File: src/rtl/weight_reg_bank_if.sv
// Load / swap / read bundle for the double-buffered weight register bank.
// Optional macro: WBANK_NZ_COUNT_EN adds the nz_count_o member.
interface weight_reg_bank_if #(
  parameter int F_WIDTH = 8,
  parameter int DEPTH   = 9
);
  localparam int ADDR_W = $clog2(DEPTH);
  localparam int CNT_W  = $clog2(DEPTH + 1);

  logic                      ld_valid_i;
  logic signed [F_WIDTH-1:0] ld_weight_i;
  logic                      ld_ready_o;
  logic                      swap_i;
  logic [ADDR_W-1:0]         rd_addr_i;
  logic signed [F_WIDTH-1:0] f_weight_o;
  logic                      shadow_full_o;
  logic                      active_valid_o;
`ifdef WBANK_NZ_COUNT_EN
  logic [CNT_W-1:0]          nz_count_o;

  // Upstream side: supplies weights, swap requests and read addresses
  modport master (
    output ld_valid_i, ld_weight_i, swap_i, rd_addr_i,
    input  ld_ready_o, f_weight_o, shadow_full_o, active_valid_o, nz_count_o
  );

  // Bank side
  modport slave (
    input  ld_valid_i, ld_weight_i, swap_i, rd_addr_i,
    output ld_ready_o, f_weight_o, shadow_full_o, active_valid_o, nz_count_o
  );
`else
  // Upstream side: supplies weights, swap requests and read addresses
  modport master (
    output ld_valid_i, ld_weight_i, swap_i, rd_addr_i,
    input  ld_ready_o, f_weight_o, shadow_full_o, active_valid_o
  );

  // Bank side
  modport slave (
    input  ld_valid_i, ld_weight_i, swap_i, rd_addr_i,
    output ld_ready_o, f_weight_o, shadow_full_o, active_valid_o
  );
`endif
endinterface

File: src/rtl/weight_reg_bank.sv
// Double-buffered signed weight register bank. Weights stream into the
// shadow bank; a swap copies the full shadow bank into the active bank,
// which serves registered random-access reads.
// Optional macro: WBANK_NZ_COUNT_EN enables the non-zero weight counter.
module weight_reg_bank #(
  parameter int F_WIDTH = 8,
  parameter int DEPTH   = 9
) (
  input  logic             clk_i,
  input  logic             wbank_rst_i,
  weight_reg_bank_if.slave wb
);
  localparam int ADDR_W = $clog2(DEPTH);
  localparam int CNT_W  = $clog2(DEPTH + 1);

  typedef enum logic {
    ST_LOAD = 1'b0,
    ST_FULL = 1'b1
  } state_t;

  state_t                    state_q, state_d;
  logic [ADDR_W-1:0]         wr_ptr_q, wr_ptr_d;
  logic signed [F_WIDTH-1:0] shadow_q [DEPTH];
  logic signed [F_WIDTH-1:0] shadow_d [DEPTH];
  logic signed [F_WIDTH-1:0] active_q [DEPTH];
  logic signed [F_WIDTH-1:0] active_d [DEPTH];
  logic                      active_valid_q, active_valid_d;
  logic signed [F_WIDTH-1:0] f_weight_q, f_weight_d;
  logic                      accept;
  logic                      do_swap;
`ifdef WBANK_NZ_COUNT_EN
  logic [CNT_W-1:0]          nz_shadow_q, nz_shadow_d;
  logic [CNT_W-1:0]          nz_count_q, nz_count_d;
`endif

  // Handshake and swap qualification come straight from the registered state
  assign accept  = wb.ld_valid_i && (state_q == ST_LOAD);
  assign do_swap = wb.swap_i && (state_q == ST_FULL);

  // Next-state logic: shadow writes, pointer, FSM transitions, swap copy, read mux
  always_comb begin
    state_d        = state_q;
    wr_ptr_d       = wr_ptr_q;
    shadow_d       = shadow_q;
    active_d       = active_q;
    active_valid_d = active_valid_q;
    f_weight_d     = '0;
`ifdef WBANK_NZ_COUNT_EN
    nz_shadow_d    = nz_shadow_q;
    nz_count_d     = nz_count_q;
`endif

    if (accept) begin
      for (int i = 0; i < DEPTH; i++) begin
        if (wr_ptr_q == ADDR_W'(i)) begin
          shadow_d[i] = wb.ld_weight_i;
        end
      end
`ifdef WBANK_NZ_COUNT_EN
      // The first weight of a sequence restarts the count
      nz_shadow_d = ((wr_ptr_q == '0) ? '0 : nz_shadow_q) + CNT_W'(wb.ld_weight_i != '0);
`endif
      if (wr_ptr_q == ADDR_W'(DEPTH - 1)) begin
        wr_ptr_d = '0;
        state_d  = ST_FULL;
      end else begin
        wr_ptr_d = wr_ptr_q + 1'b1;
      end
    end

    if (do_swap) begin
      active_d       = shadow_q;
      active_valid_d = 1'b1;
      state_d        = ST_LOAD;
      wr_ptr_d       = '0;
`ifdef WBANK_NZ_COUNT_EN
      nz_count_d     = nz_shadow_q;
`endif
    end

    // Read uses the pre-edge active bank, so a read on the swap edge sees old data;
    // out-of-range addresses fall through to zero
    if (active_valid_q) begin
      for (int i = 0; i < DEPTH; i++) begin
        if (wb.rd_addr_i == ADDR_W'(i)) begin
          f_weight_d = active_q[i];
        end
      end
    end
  end

  // State register; reset clears both banks and overrides any load or swap
  always_ff @(posedge clk_i) begin
    if (wbank_rst_i) begin
      state_q        <= ST_LOAD;
      wr_ptr_q       <= '0;
      active_valid_q <= 1'b0;
      f_weight_q     <= '0;
      for (int i = 0; i < DEPTH; i++) begin
        shadow_q[i] <= '0;
        active_q[i] <= '0;
      end
`ifdef WBANK_NZ_COUNT_EN
      nz_shadow_q    <= '0;
      nz_count_q     <= '0;
`endif
    end else begin
      state_q        <= state_d;
      wr_ptr_q       <= wr_ptr_d;
      active_valid_q <= active_valid_d;
      f_weight_q     <= f_weight_d;
      shadow_q       <= shadow_d;
      active_q       <= active_d;
`ifdef WBANK_NZ_COUNT_EN
      nz_shadow_q    <= nz_shadow_d;
      nz_count_q     <= nz_count_d;
`endif
    end
  end

  assign wb.ld_ready_o     = (state_q == ST_LOAD);
  assign wb.shadow_full_o  = (state_q == ST_FULL);
  assign wb.active_valid_o = active_valid_q;
  assign wb.f_weight_o     = f_weight_q;
`ifdef WBANK_NZ_COUNT_EN
  assign wb.nz_count_o     = nz_count_q;
`endif

endmodule

File: src/flat_wrapper.sv
// flat-port wrapper written by rule: the top's interface ports become plain ports
module weight_reg_bank_flat 
#(
  parameter int F_WIDTH = 8,
  parameter int DEPTH   = 9
)
  (clk_i, wbank_rst_i, wb_ld_valid_i, wb_ld_weight_i, wb_swap_i, wb_rd_addr_i, wb_ld_ready_o, wb_f_weight_o, wb_shadow_full_o, wb_active_valid_o);
  weight_reg_bank_if #(.F_WIDTH(F_WIDTH), .DEPTH(DEPTH)) wb_i ();
  input  logic clk_i;
  input  logic wbank_rst_i;
  input wire logic [$bits(wb_i.ld_valid_i)-1:0] wb_ld_valid_i;
  input wire logic [$bits(wb_i.ld_weight_i)-1:0] wb_ld_weight_i;
  input wire logic [$bits(wb_i.swap_i)-1:0] wb_swap_i;
  input wire logic [$bits(wb_i.rd_addr_i)-1:0] wb_rd_addr_i;
  output wire logic [$bits(wb_i.ld_ready_o)-1:0] wb_ld_ready_o;
  output wire logic [$bits(wb_i.f_weight_o)-1:0] wb_f_weight_o;
  output wire logic [$bits(wb_i.shadow_full_o)-1:0] wb_shadow_full_o;
  output wire logic [$bits(wb_i.active_valid_o)-1:0] wb_active_valid_o;
  assign wb_i.ld_valid_i = wb_ld_valid_i;
  assign wb_i.ld_weight_i = wb_ld_weight_i;
  assign wb_i.swap_i = wb_swap_i;
  assign wb_i.rd_addr_i = wb_rd_addr_i;
  assign wb_ld_ready_o = wb_i.ld_ready_o;
  assign wb_f_weight_o = wb_i.f_weight_o;
  assign wb_shadow_full_o = wb_i.shadow_full_o;
  assign wb_active_valid_o = wb_i.active_valid_o;
  weight_reg_bank #(.F_WIDTH(F_WIDTH), .DEPTH(DEPTH)) u_core (.clk_i(clk_i), .wbank_rst_i(wbank_rst_i), .wb(wb_i));
endmodule
File: config.mk
export PLATFORM = sky130hd
export DESIGN_NAME = weight_reg_bank_flat
export DESIGN_NICKNAME = d
export VERILOG_FILES = /design/src/rtl/weight_reg_bank_if.sv /design/src/rtl/weight_reg_bank.sv /design/src/flat_wrapper.sv
export SDC_FILE = /design/constraint.sdc
export NUM_CORES = 1
export LEC_CHECK = 0
export BUFFER_PORTS_ARGS = -buffer_cell sky130_fd_sc_hd__buf_2
export CELL_PAD_IN_SITES_DETAIL_PLACEMENT = 2
export CELL_PAD_IN_SITES_GLOBAL_PLACEMENT = 2
export CORE_AREA = 2 2 108 162
export CTS_BUF_LIST = sky130_fd_sc_hd__clkbuf_4 sky130_fd_sc_hd__clkbuf_8
export DETAILED_ROUTE_END_ITERATION = 7
export DIE_AREA = 0 0 110 164
export PLACE_DENSITY = 0.89
export SYNTH_ARGS = -nofsm -noshare
export SYNTH_HDL_FRONTEND = slang
export SYNTH_SLANG_ARGS = --single-unit
File: constraint.sdc
create_clock -name clk_i -period 1.6 [get_ports clk_i]
set_input_delay 0.32 -clock clk_i [delete_from_list [all_inputs] [get_ports clk_i]]
set_output_delay 0.32 -clock clk_i [all_outputs]
set_load 0.01 [all_outputs]
## Word-level counts from Yosys, hierarchy flattened

Index checks and enable logic that the tools add are counted.

- Bits in registers: 158
- Memories: 0
- Output and inout bits: 11
- Memory bits (read-only): 0
- Logic and storage cells: 66
- Bits in writable memories: 0
- Latch bits: 0

- Bitwise operators: 2
- $lt $le $gt $ge: 0
- Muxes and demuxes: 10
- Shift operators: 0
- Divide/modulo/power cells: 0
- $mul: 0
- Reduce and logical (&&, ||, !) cells: 15
- $add $sub $neg: 1
- Equality and inequality tests: 16

Operator list:

| cell | count |
|---|---|
| 8-bit 2-to-1 mux | 9 |
| 4-bit by 3-bit == test with 1-bit output (second input constant) | 8 |
| 2-bit AND reduction | 9 |
| 4-bit by 2-bit == test with 1-bit output (second input constant) | 4 |
| 4-bit by 1-bit == test with 1-bit output (second input constant) | 2 |
| 4-bit == test (second input constant) | 2 |
| 4-bit logical NOT | 2 |
| 4-bit by 1-bit adder with 4-bit output (second input constant) | 1 |
| 4-bit 2-to-1 mux | 1 |
| 2-bit OR reduction | 2 |
| 1-bit logical AND | 2 |
| 1-bit NOT | 2 |

## Longest topological paths before layout

- Depth after elaboration: 10
- Depth in mapped cells: 8
- Gate-level depth less buffers: 6

## Worst setup path before layout

OpenSTA, ideal clock, no wires.

- Kind: register to register
- From: register u_core.wr_ptr_q[0]
- To: register u_core.shadow_q[1] (netlist name)
- Path slack: -0.021 ns
- Path buffers: 2
- Setup time: 0.128 ns
- Required time: 1.472 ns
- Cell stages (with the launch flop): 9
- Data arrival time: 1.494 ns
- Cell sequence: dfxtp_1 inv_1 ha_1 buf_4 nand3b_1 nor3b_2 buf_6 mux2i_1 nor2_1

- Word-level cells in the longest chain between the ends: 2

Ends and longest elaborated chain:

| what | RTL line | text |
|---|---|---|
| start: declaration | weight_reg_bank.sv:22 | `logic [ADDR_W-1:0] wr_ptr_q, wr_ptr_d;` |
| start signal: assignment | weight_reg_bank.sv:109 | `wr_ptr_q <= wr_ptr_d;` |
| 4-bit == test | weight_reg_bank.sv:55 | `if (wr_ptr_q == ADDR_W'(i)) begin` |
| 2-bit AND reduction (no line) | n/a |  |
| end signal: assignment | weight_reg_bank.sv:112 | `shadow_q <= shadow_d;` |
| end: declaration | weight_reg_bank.sv:23 | `logic signed [F_WIDTH-1:0] shadow_q [DEPTH];` |

No other way between the ends.
A chain may end at the register's enable or synchronous reset.

## Worst setup path after layout

- From: register u_core.wr_ptr_q[1]
- To: register u_core.shadow_q[7] (netlist name)

Same word-level chain as after synthesis.

==> qor.yml <==
synthesis:
  synthArstFlopShare_pct: 0
  ys_warn_count: 0
  yosysMostFrequentCell: "dfxtp_1"
  yosys.area.top_type: "dfxtp_1"
  yosysTopAreaCellShare_pct: 52.17
  ys_ff_latch: 158
  synth.area.top_cells: "dfxtp_1 (52%), a22o_1 (9.7%), a21oi_1 (5.0%), nand2_1 (4.8%), nand3_1 (4.6%)"
  synth_edf_count: 0
  yosysUniqueCellTypes: 46
  syn_area_per_cell_um2: 9.609
  seq_area_frac_synth_pct: 52.17
  netlist_instances: 631
  synth_fp_nets: 651
  netlist_top_cells_count: "dfxtp_1 (158), nand2_1 (77), a22o_1 (67)"
  synth_area_um2: 6063
  synth_ff_type: "dfxtp_1"
placed_design:
  gp_congestion: 0.8894
  portBuffers: 26
  dp_hpwl_mm: 14.68
  placed_area_um2: 6519
timing:
  rsz0062_at_grt: "yes"
  worst_pin_slew_ns: 0.5974
  period_share_pct: 111.9
  tns_ns: -2.157
  clock_skew_ns: 0.01039
  relSlewSlack_pct: 60.17
  fin_ws_ns: -0.1897
  hold_violations: 0
  fmax_mhz: 558.8
  finalSetupViolCount: 23
  period_minus_slack_ns: 1.790
  slew_viol_final: 0
cells_and_area:
  finalNetCount: 694
  layout-drive-gt1-share_pct: 23.29
  fin_area_um2: 7297
  n_antenna_cell: 0
  area_growth_pct: 20.35
routing:
  ant_nets: 0
  drc: 0
  drtPass1Iterations: 5
  routedWlPerCell_um: 29.94
  vias_per_cell: 6.147
  vias: 5514
  drtIter0Drc: 464
  wl_mm: 26.86
floorplanning:
  dieWidth_um: 110
  coreArea_um2: 16620
  rows: 58
  num_io_pins: 27
  die_h_um: 164
  start_util_pct: 36.49
  die_area_um2: 18040
hold_path:
  hold_depth: 3
  holdCritPathClass: "input pin to flip-flop"
  min-delay-start: "wb_ld_weight_i[2]"
  whs_endpoint: "u_core.shadow_q[18]$_SDFFE_PP0P_"
critical_path:
  cp.arrival_ns: 2.15
  timing.rr.end: "u_core.shadow_q[7]$_SDFFE_PP0P_"
  critPathMaxStageDelay_ns: 0.34
  crit_path_max_fanout: 5
  cp_slowest_cell: "dfxtp_2"
  path_delay_family: "simple AND/OR/NAND/NOR gates"
  cp_cell_sequence: "inv_2, ha_4, nand3b_1, nor3b_4, buf_6, buf_12, mux2i_1, nor2_1"
  r2r_start: "u_core.wr_ptr_q[1]$_SDFFE_PP0P_"
  ff2ff_path_depth: 8
  worstSetupEndpointType: "flip-flop"
  path_class: "flip-flop to flip-flop"
  worstPathRequired_ns: 1.96
  cp_num_buf_inv: 3
  cp-start-kind: "flip-flop"
  r2r_slack_ns: -0.19
global_route:
  grt_pass1_vias: 5971
  grt_pass1_wl_mm: 36.65
  antenna_found_initial: 0
  grt_max_degree: 48
  track_usage_pct: 28.21
  grt_overflow_total: 0
cts:
  max-clock-path-buffers: 2
  root_buffer: "clkbuf_8"
  clkSinkCount: 158
  clock_latency_ns: 0.50
  clk_pin_slew_worst_paths_ns: 0.09
  cts_buffers: 17
  hold_buffers: 0
  cts-htree-levels: 4
  tritoncts: "done"
power:
  p_per_area_nw_per_um2: 1120
  ir_drop_mv: 0.7468
  p_leak_nw: 2.668
run_status:
  outcome: "finished, violations left"
  violations: "setup timing"
job:
  drv_cap: 0
-- power breakdown --
part | internal (W) | total [W] | switching, W
Clock | 0.00184 | 0.00355 | 0.00171
Sequential | 0.00397 | 0.00400 | 0.0000340
Combinational | 0.000213 | 0.000621 | 0.000408
-- registers in the layout, summed over array words and instances (netlist names) --
register,cells
u_core.wb.shadow_full_o,1
u_core.wb.active_valid_o,1
u_core.active_q,72
u_core.wb.f_weight_o,8
u_core.wr_ptr_q,4
u_core.shadow_q,72
-- layout by cell type, fill, tap and decap left out, drive strengths merged, types with 2 or more instances in the layout --
cell and instances:
dfxtp 158, nand3 56, mux2 12, clkinvlp 2
ha 4, xor2 2, a21oi 61, nand2 77
nand3b 4, clkinv 2, a222oi 5, o221ai 5
nand4 2, nand2b 2, a2bb2oi 6, o21ai 19
or2 2, o32ai 4, clkbuf 22, inv 12
bufinv 4, nor2b 4, mux2i 23, a22o 67
nor2 31, nor4b 3, buf 79, nor3 4
-- stage by stage --
stage	total power (W)	instances	utilization (%)	worst slack (ns)	hold slack, ns
finish	0.008174	897	43.91	-0.1897	0.2302
detailed placement	0.004568	848	39.23	-0.1324	0.4523
CTS	0.008070	887	42.73	-0.02042	0.2001
global placement	0.004537	848	39.23	-0.02196	0.4339
floorplan	0.004378	631	-	0.004458	0.4248
global route	0.008398	897	43.91	-0.2355	0.2177
-- layout make-up --
type	count	area, um^2
Clock buffer	21	276.5
Clock inverter	11	178.9
Fill cell	1722	9321
Inverter	9	33.78
Multi-Input combinational cell	408	2721
Sequential cell	158	3172
Tap cell	210	262.8
Timing Repair Buffer	80	651.9
-- worst reg2reg max path: cells and delay by family (launching register included) --
kind / cells / cell delay, ns
DFF: 1 / 0.34
muxes: 1 / 0.25
adders and majority gates: 1 / 0.14
and+or+nand+nor: 3 / 0.56
buffers and inverters: 3 / 0.35
-- what timing repair did --
action / 4_1_cts / 5_1_grt
cloned: 0 / 1
setup endpoints to repair: 94 / 52
gates resized for setup: 20 / 23
setup buffers: 7 / 9
pin swaps: 5 / 7
-- how the worst max path moves through the flow --
stage	start	end	slack [ns]	cells after the start
floorplan	u_core.wr_ptr_q[0]$_SDFFE_PP0P_	u_core.shadow_q[1]$_SDFFE_PP0P_	0.004	8
global placement	wb_rd_addr_i[0]	u_core.wb.f_weight_o[5]$_SDFF_PP0_	-0.02	4
detailed placement	wb_rd_addr_i[0]	u_core.wb.f_weight_o[2]$_SDFF_PP0_	-0.13	5
CTS	u_core.wr_ptr_q[1]$_SDFFE_PP0P_	u_core.shadow_q[1]$_SDFFE_PP0P_	-0.02	7
global route	u_core.wr_ptr_q[0]$_SDFFE_PP0P_	u_core.shadow_q[7]$_SDFFE_PP0P_	-0.24	8
finish	u_core.wr_ptr_q[1]$_SDFFE_PP0P_	u_core.shadow_q[7]$_SDFFE_PP0P_	-0.19	8
-- per-layer routing --
layer	vias up	share of wire, %	track usage, %
met5	-	0	0
met4	0	6.2	17.26
met3	118	4.7	6.190
met2	245	52	49.08
met1	2801	37	30.48
li1	2350	-	-
-- cells by family (layout without fill, tap and decap cells) --
family                   Yosys count  in the layout  share of synthesized area [%]
AND/OR/NAND/NOR                  190            190                          14.69
AO/OA/AOI/OAI                    176            176                          20.41
flip-flops                       158            158                          52.17
buffers and inverters             65            121                          5.448
multiplexers                      35             35                          6.026
adder cells (fa/ha/maj)            4              4                         0.8255
XOR/XNOR                           3              3                         0.4334
(Power assumes the default switching activity.)
